### src/rtl/trap_ctrl_pkg.sv
// trap_ctrl_pkg -- shared definitions for the trap/redirect controller.
//   INST_ADDR_BUS    : instruction address width (64)
//   MTVEC_ALIGN_MASK : clears mtvec mode bits [1:0] to form a direct-mode target
//   trap_state_e     : controller state encoding (IDLE / FLUSH / REDIRECT)
//   FLUSH_CNT_W      : width of the flush down-counter (FLUSH_LEN up to 15)
//   STAT_W           : width of the optional event counters
package trap_ctrl_pkg;

  localparam int INST_ADDR_BUS = 64;
  localparam int FLUSH_CNT_W   = 4;
  localparam int STAT_W        = 32;

  localparam logic [INST_ADDR_BUS-1:0] MTVEC_ALIGN_MASK = ~64'h3;

  typedef enum logic [1:0] {
    ST_IDLE     = 2'd0,
    ST_FLUSH    = 2'd1,
    ST_REDIRECT = 2'd2
  } trap_state_e;

endpackage

### src/rtl/trap_ctrl_stat.sv
// trap_ctrl_stat -- free-running event counters for the trap controller.
// Counts taken exceptions (ecall/ebreak) and taken interrupts; both wrap
// from 0xFFFFFFFF to 0.
// Ports:
//   clk, rst      : clock, synchronous active-high reset
//   trap_evt_i    : one-cycle pulse per exception taken
//   intp_evt_i    : one-cycle pulse per interrupt taken
//   trap_cnt_o    : exception count
//   intp_cnt_o    : interrupt count
module trap_ctrl_stat
  import trap_ctrl_pkg::*;
(
  input  logic              clk,
  input  logic              rst,
  input  logic              trap_evt_i,
  input  logic              intp_evt_i,
  output logic [STAT_W-1:0] trap_cnt_o,
  output logic [STAT_W-1:0] intp_cnt_o
);

  logic [STAT_W-1:0] trap_cnt_q, trap_cnt_d;
  logic [STAT_W-1:0] intp_cnt_q, intp_cnt_d;

  always_comb begin
    trap_cnt_d = trap_cnt_q;
    intp_cnt_d = intp_cnt_q;
    if (trap_evt_i) trap_cnt_d = trap_cnt_q + STAT_W'(1);
    if (intp_evt_i) intp_cnt_d = intp_cnt_q + STAT_W'(1);
  end

  always_ff @(posedge clk) begin
    if (rst) begin
      trap_cnt_q <= '0;
      intp_cnt_q <= '0;
    end else begin
      trap_cnt_q <= trap_cnt_d;
      intp_cnt_q <= intp_cnt_d;
    end
  end

  assign trap_cnt_o = trap_cnt_q;
  assign intp_cnt_o = intp_cnt_q;

endmodule

### src/rtl/trap_ctrl.sv
// trap_ctrl -- MEM-stage trap/interrupt/mret controller.
// Recognises an interrupt, ecall/ebreak or mret on a committing MEM-stage
// instruction, flushes the front of the pipe for FLUSH_LEN cycles, then
// issues a valid/ready fetch redirect to the latched target.
// Optional build macro: TRAP_CTRL_STAT_EN adds trap_cnt_o / intp_cnt_o.
// Ports:
//   clk, rst                  : clock, synchronous active-high reset
//   mem_valid_i, mem_stall_i  : MEM-stage instruction valid / stalled
//   ecall_i, ebreak_i, mret_i : decoded MEM-stage instruction type
//   csr_trap_i                : interrupt pending from the CSR unit
//   mtvec_i, mepc_i           : current CSR values
//   intp_en_o, inst_trap_o,
//   mret_en_o                 : one-cycle event strobes to the CSR unit
//   hold_o, flush_o           : pipeline hold / front-end kill
//   redirect_valid_o,
//   redirect_ready_i,
//   redirect_pc_o             : fetch redirect handshake and target
//   trap_cnt_o, intp_cnt_o    : event counters (TRAP_CTRL_STAT_EN only)
module trap_ctrl
  import trap_ctrl_pkg::*;
#(
  parameter int FLUSH_LEN = 2
) (
  input  logic                     clk,
  input  logic                     rst,
  input  logic                     mem_valid_i,
  input  logic                     mem_stall_i,
  input  logic                     ecall_i,
  input  logic                     ebreak_i,
  input  logic                     mret_i,
  input  logic                     csr_trap_i,
  input  logic [INST_ADDR_BUS-1:0] mtvec_i,
  input  logic [INST_ADDR_BUS-1:0] mepc_i,
  output logic                     intp_en_o,
  output logic                     inst_trap_o,
  output logic                     mret_en_o,
  output logic                     hold_o,
  output logic                     flush_o,
  output logic                     redirect_valid_o,
  input  logic                     redirect_ready_i,
  output logic [INST_ADDR_BUS-1:0] redirect_pc_o
`ifdef TRAP_CTRL_STAT_EN
  ,
  output logic [STAT_W-1:0]        trap_cnt_o,
  output logic [STAT_W-1:0]        intp_cnt_o
`endif
);

  localparam logic [FLUSH_CNT_W-1:0] FLUSH_LAST = FLUSH_CNT_W'(FLUSH_LEN - 1);

  trap_state_e              state_q, state_d;
  logic [FLUSH_CNT_W-1:0]   cnt_q, cnt_d;
  logic [INST_ADDR_BUS-1:0] pc_q, pc_d;
  logic                     commit_ok;
  logic                     take_event;

  // An event strobe during a reset cycle would reach the CSR unit while the
  // controller itself discards it, so reset suppresses recognition.
  assign commit_ok = mem_valid_i & ~mem_stall_i & ~rst;

  always_comb begin
    state_d          = state_q;
    cnt_d            = cnt_q;
    pc_d             = pc_q;
    take_event       = 1'b0;
    intp_en_o        = 1'b0;
    inst_trap_o      = 1'b0;
    mret_en_o        = 1'b0;
    hold_o           = 1'b0;
    flush_o          = 1'b0;
    redirect_valid_o = 1'b0;

    unique case (state_q)
      ST_IDLE: begin
        if (commit_ok) begin
          // Priority: interrupt, then ecall/ebreak, then mret.
          if (csr_trap_i) begin
            intp_en_o  = 1'b1;
            take_event = 1'b1;
            pc_d       = mtvec_i & MTVEC_ALIGN_MASK;
          end else if (ecall_i | ebreak_i) begin
            inst_trap_o = 1'b1;
            take_event  = 1'b1;
            pc_d        = mtvec_i & MTVEC_ALIGN_MASK;
          end else if (mret_i) begin
            mret_en_o  = 1'b1;
            take_event = 1'b1;
            pc_d       = mepc_i;
          end
        end
        if (take_event) begin
          state_d = ST_FLUSH;
          cnt_d   = FLUSH_LAST;
        end
      end

      ST_FLUSH: begin
        flush_o = 1'b1;
        hold_o  = 1'b1;
        if (cnt_q == '0) state_d = ST_REDIRECT;
        else             cnt_d   = cnt_q - FLUSH_CNT_W'(1);
      end

      ST_REDIRECT: begin
        redirect_valid_o = 1'b1;
        hold_o           = 1'b1;
        if (redirect_ready_i) state_d = ST_IDLE;
      end

      default: state_d = ST_IDLE;
    endcase
  end

  always_ff @(posedge clk) begin
    if (rst) begin
      state_q <= ST_IDLE;
      cnt_q   <= '0;
      pc_q    <= '0;
    end else begin
      state_q <= state_d;
      cnt_q   <= cnt_d;
      pc_q    <= pc_d;
    end
  end

  assign redirect_pc_o = pc_q;

`ifdef TRAP_CTRL_STAT_EN
  trap_ctrl_stat u_stat (
    .clk        (clk),
    .rst        (rst),
    .trap_evt_i (inst_trap_o),
    .intp_evt_i (intp_en_o),
    .trap_cnt_o (trap_cnt_o),
    .intp_cnt_o (intp_cnt_o)
  );
`else
  // Statistics counters are not built in this configuration.
`endif

endmodule
### config.mk
export PLATFORM = sky130hd
export DESIGN_NAME = trap_ctrl
export DESIGN_NICKNAME = d
export VERILOG_FILES = /design/src/rtl/trap_ctrl_pkg.sv /design/src/rtl/trap_ctrl_stat.sv /design/src/rtl/trap_ctrl.sv
export SDC_FILE = /design/constraint.sdc
export NUM_CORES = 1
export LEC_CHECK = 0
export ABC_CLOCK_PERIOD_IN_PS = 4800
export CAP_MARGIN = 20
export CORE_UTILIZATION = 41
export CTS_CLUSTER_DIAMETER = 200
export DETAILED_ROUTE_END_ITERATION = 10
export PLACE_DENSITY_LB_ADDON = 0.2
export SLEW_MARGIN = 20
export SYNTH_ARGS = -nofsm -noshare
export SYNTH_HDL_FRONTEND = slang
export SYNTH_SLANG_ARGS = --single-unit
### constraint.sdc
create_clock -name clk -period 4.8 [get_ports clk]
set_input_delay 0.48 -clock clk [delete_from_list [all_inputs] [get_ports clk]]
set_output_delay 0.48 -clock clk [all_outputs]
set_load 0.01 [all_outputs]
==> flow_metrics.py <==
metrics = {
    "critical_path": {
        "crit_path_end_kind": "output port",
        "path_max_fanout": 5,
        "cpLargestDelayFamily": "buffers and inverters",
        "cp_common_cell": "clkdlybuf4s50_1",
        "slowest_delay_ns": 0.55,
        "critical-path-slowest-cell": "clkdlybuf4s50_1",
        "worstSetupStartpointType": "input pin",
        "timing.rr.start": "state_q[0]$_SDFFE_PP0P_",
        "critPathArrivalTime_ns": 2.07,
        "crit_start": "mem_stall_i",
        "path_buf_inv": 2,
        "required_ns": 4.32,
        "path_class": "in2out",
        "crit_chain": "clkdlybuf4s50_1 -> and4bb_1 -> and4b_1 -> clkdlybuf4s50_1",
    },
    "sta": {
        "rsz0062_at_grt": "no",
        "final.setup.worst_slack_ns": 2.25,
        "slew_headroom": 0.257,
        "hold_violations": 0,
        "setup_violations": 0,
        "min_period_ns": 2.55,
        "min_period_over_period": 0.531,
        "slew_viol_final": 0,
        "worst_slew_pin_slew_ns": 1.11,
        "fin_tns_setup_ns": 0,
        "clock_skew_ns": 0.00911,
        "timing.fmax_ghz": 0.393,
    },
    "place": {
        "gp_congestion": 0.815,
        "numPortBuffers": 204,
        "place_ws_ns": 2.17,
        "dpl.hpwl_mm": 7.13,
        "dp_cells": 618,
    },
    "synth": {
        "syn_avg_cell_area_um2": 10.7,
        "async_reset_ff_frac": 0,
        "synth_top_area_share": 0.391,
        "synth_top_area_cell": "dfxtp_1",
        "synth_nets": 476,
        "ys_types": 34,
        "synth_area_mm2": 0.00358,
        "synth_warnings": 0,
        "synth_area_leaders": "dfxtp_1 39%, a211oi_2 22%, mux2i_1 18%",
        "syn-instance-count": 335,
        "yosys_register_bits": 70,
        "synth_seq_area_share": 0.391,
        "synth_edf_count": 0,
        "synth_ff_type": "dfxtp_1",
    },
    "floorplan": {
        "die_w_um": 95.4,
        "ios": 207,
        "fp-row-count": 33,
        "coreArea_mm2": 0.00834,
        "die_h_um": 95.4,
        "die_area_mm2": 0.00911,
        "initial_core_util": 0.429,
    },
    "clock_tree": {
        "post_cts_buffers": 0,
        "cts_sinks": 70,
        "path_clk_slew_ns": 0.07,
        "post_cts_resized": 0,
        "clkLatencyLatePin_ns": 0.33,
        "htree_levels": 3,
        "tritoncts": "built",
        "cts_buffers": 9,
        "ctsRootBufferMaster": "clkbuf_8",
        "holdBufCountCts": 0,
        "clockBufferDepth": 2,
    },
    "drt": {
        "drc": 0,
        "finalWirelength_mm": 9.52,
        "avgViaCountPerCell": 5.06,
        "routedWlPerCell_um": 15.0,
        "first_pass_iters": 4,
        "vias": 3207,
        "drtAntennaViolNets": 0,
        "drt_iter0_drc": 81,
    },
    "power_and_ir_drop": {
        "p_leak_nw": 2.31,
        "ir_worst_vdd_v": 0.000178,
        "power_mw": 1.48,
        "powerDensity_mw_per_mm2": 255,
    },
    "final_layout": {
        "fin_util": 0.695,
        "nets": 665,
        "finalNonFillerCells": 634,
        "fillers": 646,
        "n_antenna_cell": 0,
        "syn_to_final_growth_pct": 62.0,
        "drive_gt1_frac": 0.164,
    },
    "grt": {
        "grt_pass1_vias": 3122,
        "grt_pass1_wl_mm": 14.3,
        "grt_antenna_before_repair": 0,
        "grt_max_degree": 76,
        "grt_overflow": 0,
        "grtUsageTotal": 0.203,
    },
    "run_status": {
        "status": "completed",
    },
    "worst_hold_path": {
        "min_from": "redirect_pc_o[1]$_SDFFE_PP0P_",
        "min_path_type": "reg2reg",
    },
    "flow_run": {
        "maxCapViolations": 0,
    },
}
power breakdown:
group | switching [mW] | internal [mW]
Clock | 0.208 | 0.268
Combinational | 0.154 | 0.218
Sequential | 0.0165 | 0.614
Total | 0.379 | 1.10
worst register-to-register path: stages, from the launching register on:
cell      delay [ns]
dfxtp_1         0.33
inv_1           0.08
ha_1            0.20
and4bb_1        0.28
nor2b_4         0.42
buf_4           0.50
nor2_1          0.13
a211oi_2        0.22
through the flow:
stage                     hold WS [ns]  instance area, µm²
after floorplan                  0.455                3580
after global placement           0.473                5600
after detailed placement         0.483                5600
after CTS                        0.497                5800
after global routing             0.547                5800
final                            0.516                5800
sequential cells by signal, summed over array words and instances, names as in the netlist:
register and count:
state_q 2, cnt_q 4, redirect_pc_o 64
worst paths after layout:
path | endpoint | depth (start not counted) | slack, ns
setup / recovery | mret_en_o | 4 | 2.25
hold / removal | redirect_pc_o[1]$_SDFFE_PP0P_ | 2 | 0.52
setup reg to reg | redirect_pc_o[5]$_SDFFE_PP0P_ | 7 | 2.54
hold reg to reg | redirect_pc_o[1]$_SDFFE_PP0P_ | 2 | 0.52
per-layer routing:
layer / vias to the layer above / global-route usage / wire length [µm]
li1: 1592 / - / -
met1: 1474 / 0.223 / 3760
met2: 122 / 0.367 / 4760
met3: 19 / 0.0518 / 780
met4: 0 / 0.0846 / 214
met5: - / 0 / 0
logic make-up (layout without fill, tap and decap cells):
logic type | Yosys count | count (layout) | synth area share
fa+ha+maj | 4 | 4 | 0.0140
mux | 64 | 64 | 0.179
simple gates | 87 | 87 | 0.107
buf+inv | 35 | 229 | 0.0615
compound gates | 75 | 75 | 0.247
flops | 70 | 70 | 0.391
Yosys cell counts (all sizes together) (2+ instances only):
cell type  count
inv            6
mux2i         63
dfxtp         70
buf           22
nor2          67
ha             4
nor2b          2
o21ai          2
a211oi        62
nor3b          2
a22oi          2
clkbuf         7
nand2          6
a41oi          2
nor3           2
nand2b         2
layout by cell type, fill, tap and decap left out, types with 3 or more instances in the layout:
| master | n |
|---|---|
| a211oi_2 | 62 |
| mux2i_1 | 63 |
| clkbuf_8 | 11 |
| nor2_1 | 67 |
| inv_1 | 6 |
| dfxtp_1 | 70 |
| clkdlybuf4s50_1 | 203 |
| nand2_1 | 6 |
| ha_1 | 4 |
| buf_4 | 3 |
area by class of cell:
class	instances	area (µm²)	share of cell area
Clock buffer	13	159	0.0274
Clock inverter	3	42.5	0.00734
Inverter	6	22.5	0.00388
Multi-Input combinational cell	230	1970	0.339
Sequential cell	70	1400	0.242
Tap cell	105	131	0.0227
Timing Repair Buffer	207	2070	0.358
No activity file was read; power rests on OpenSTA's default activity.
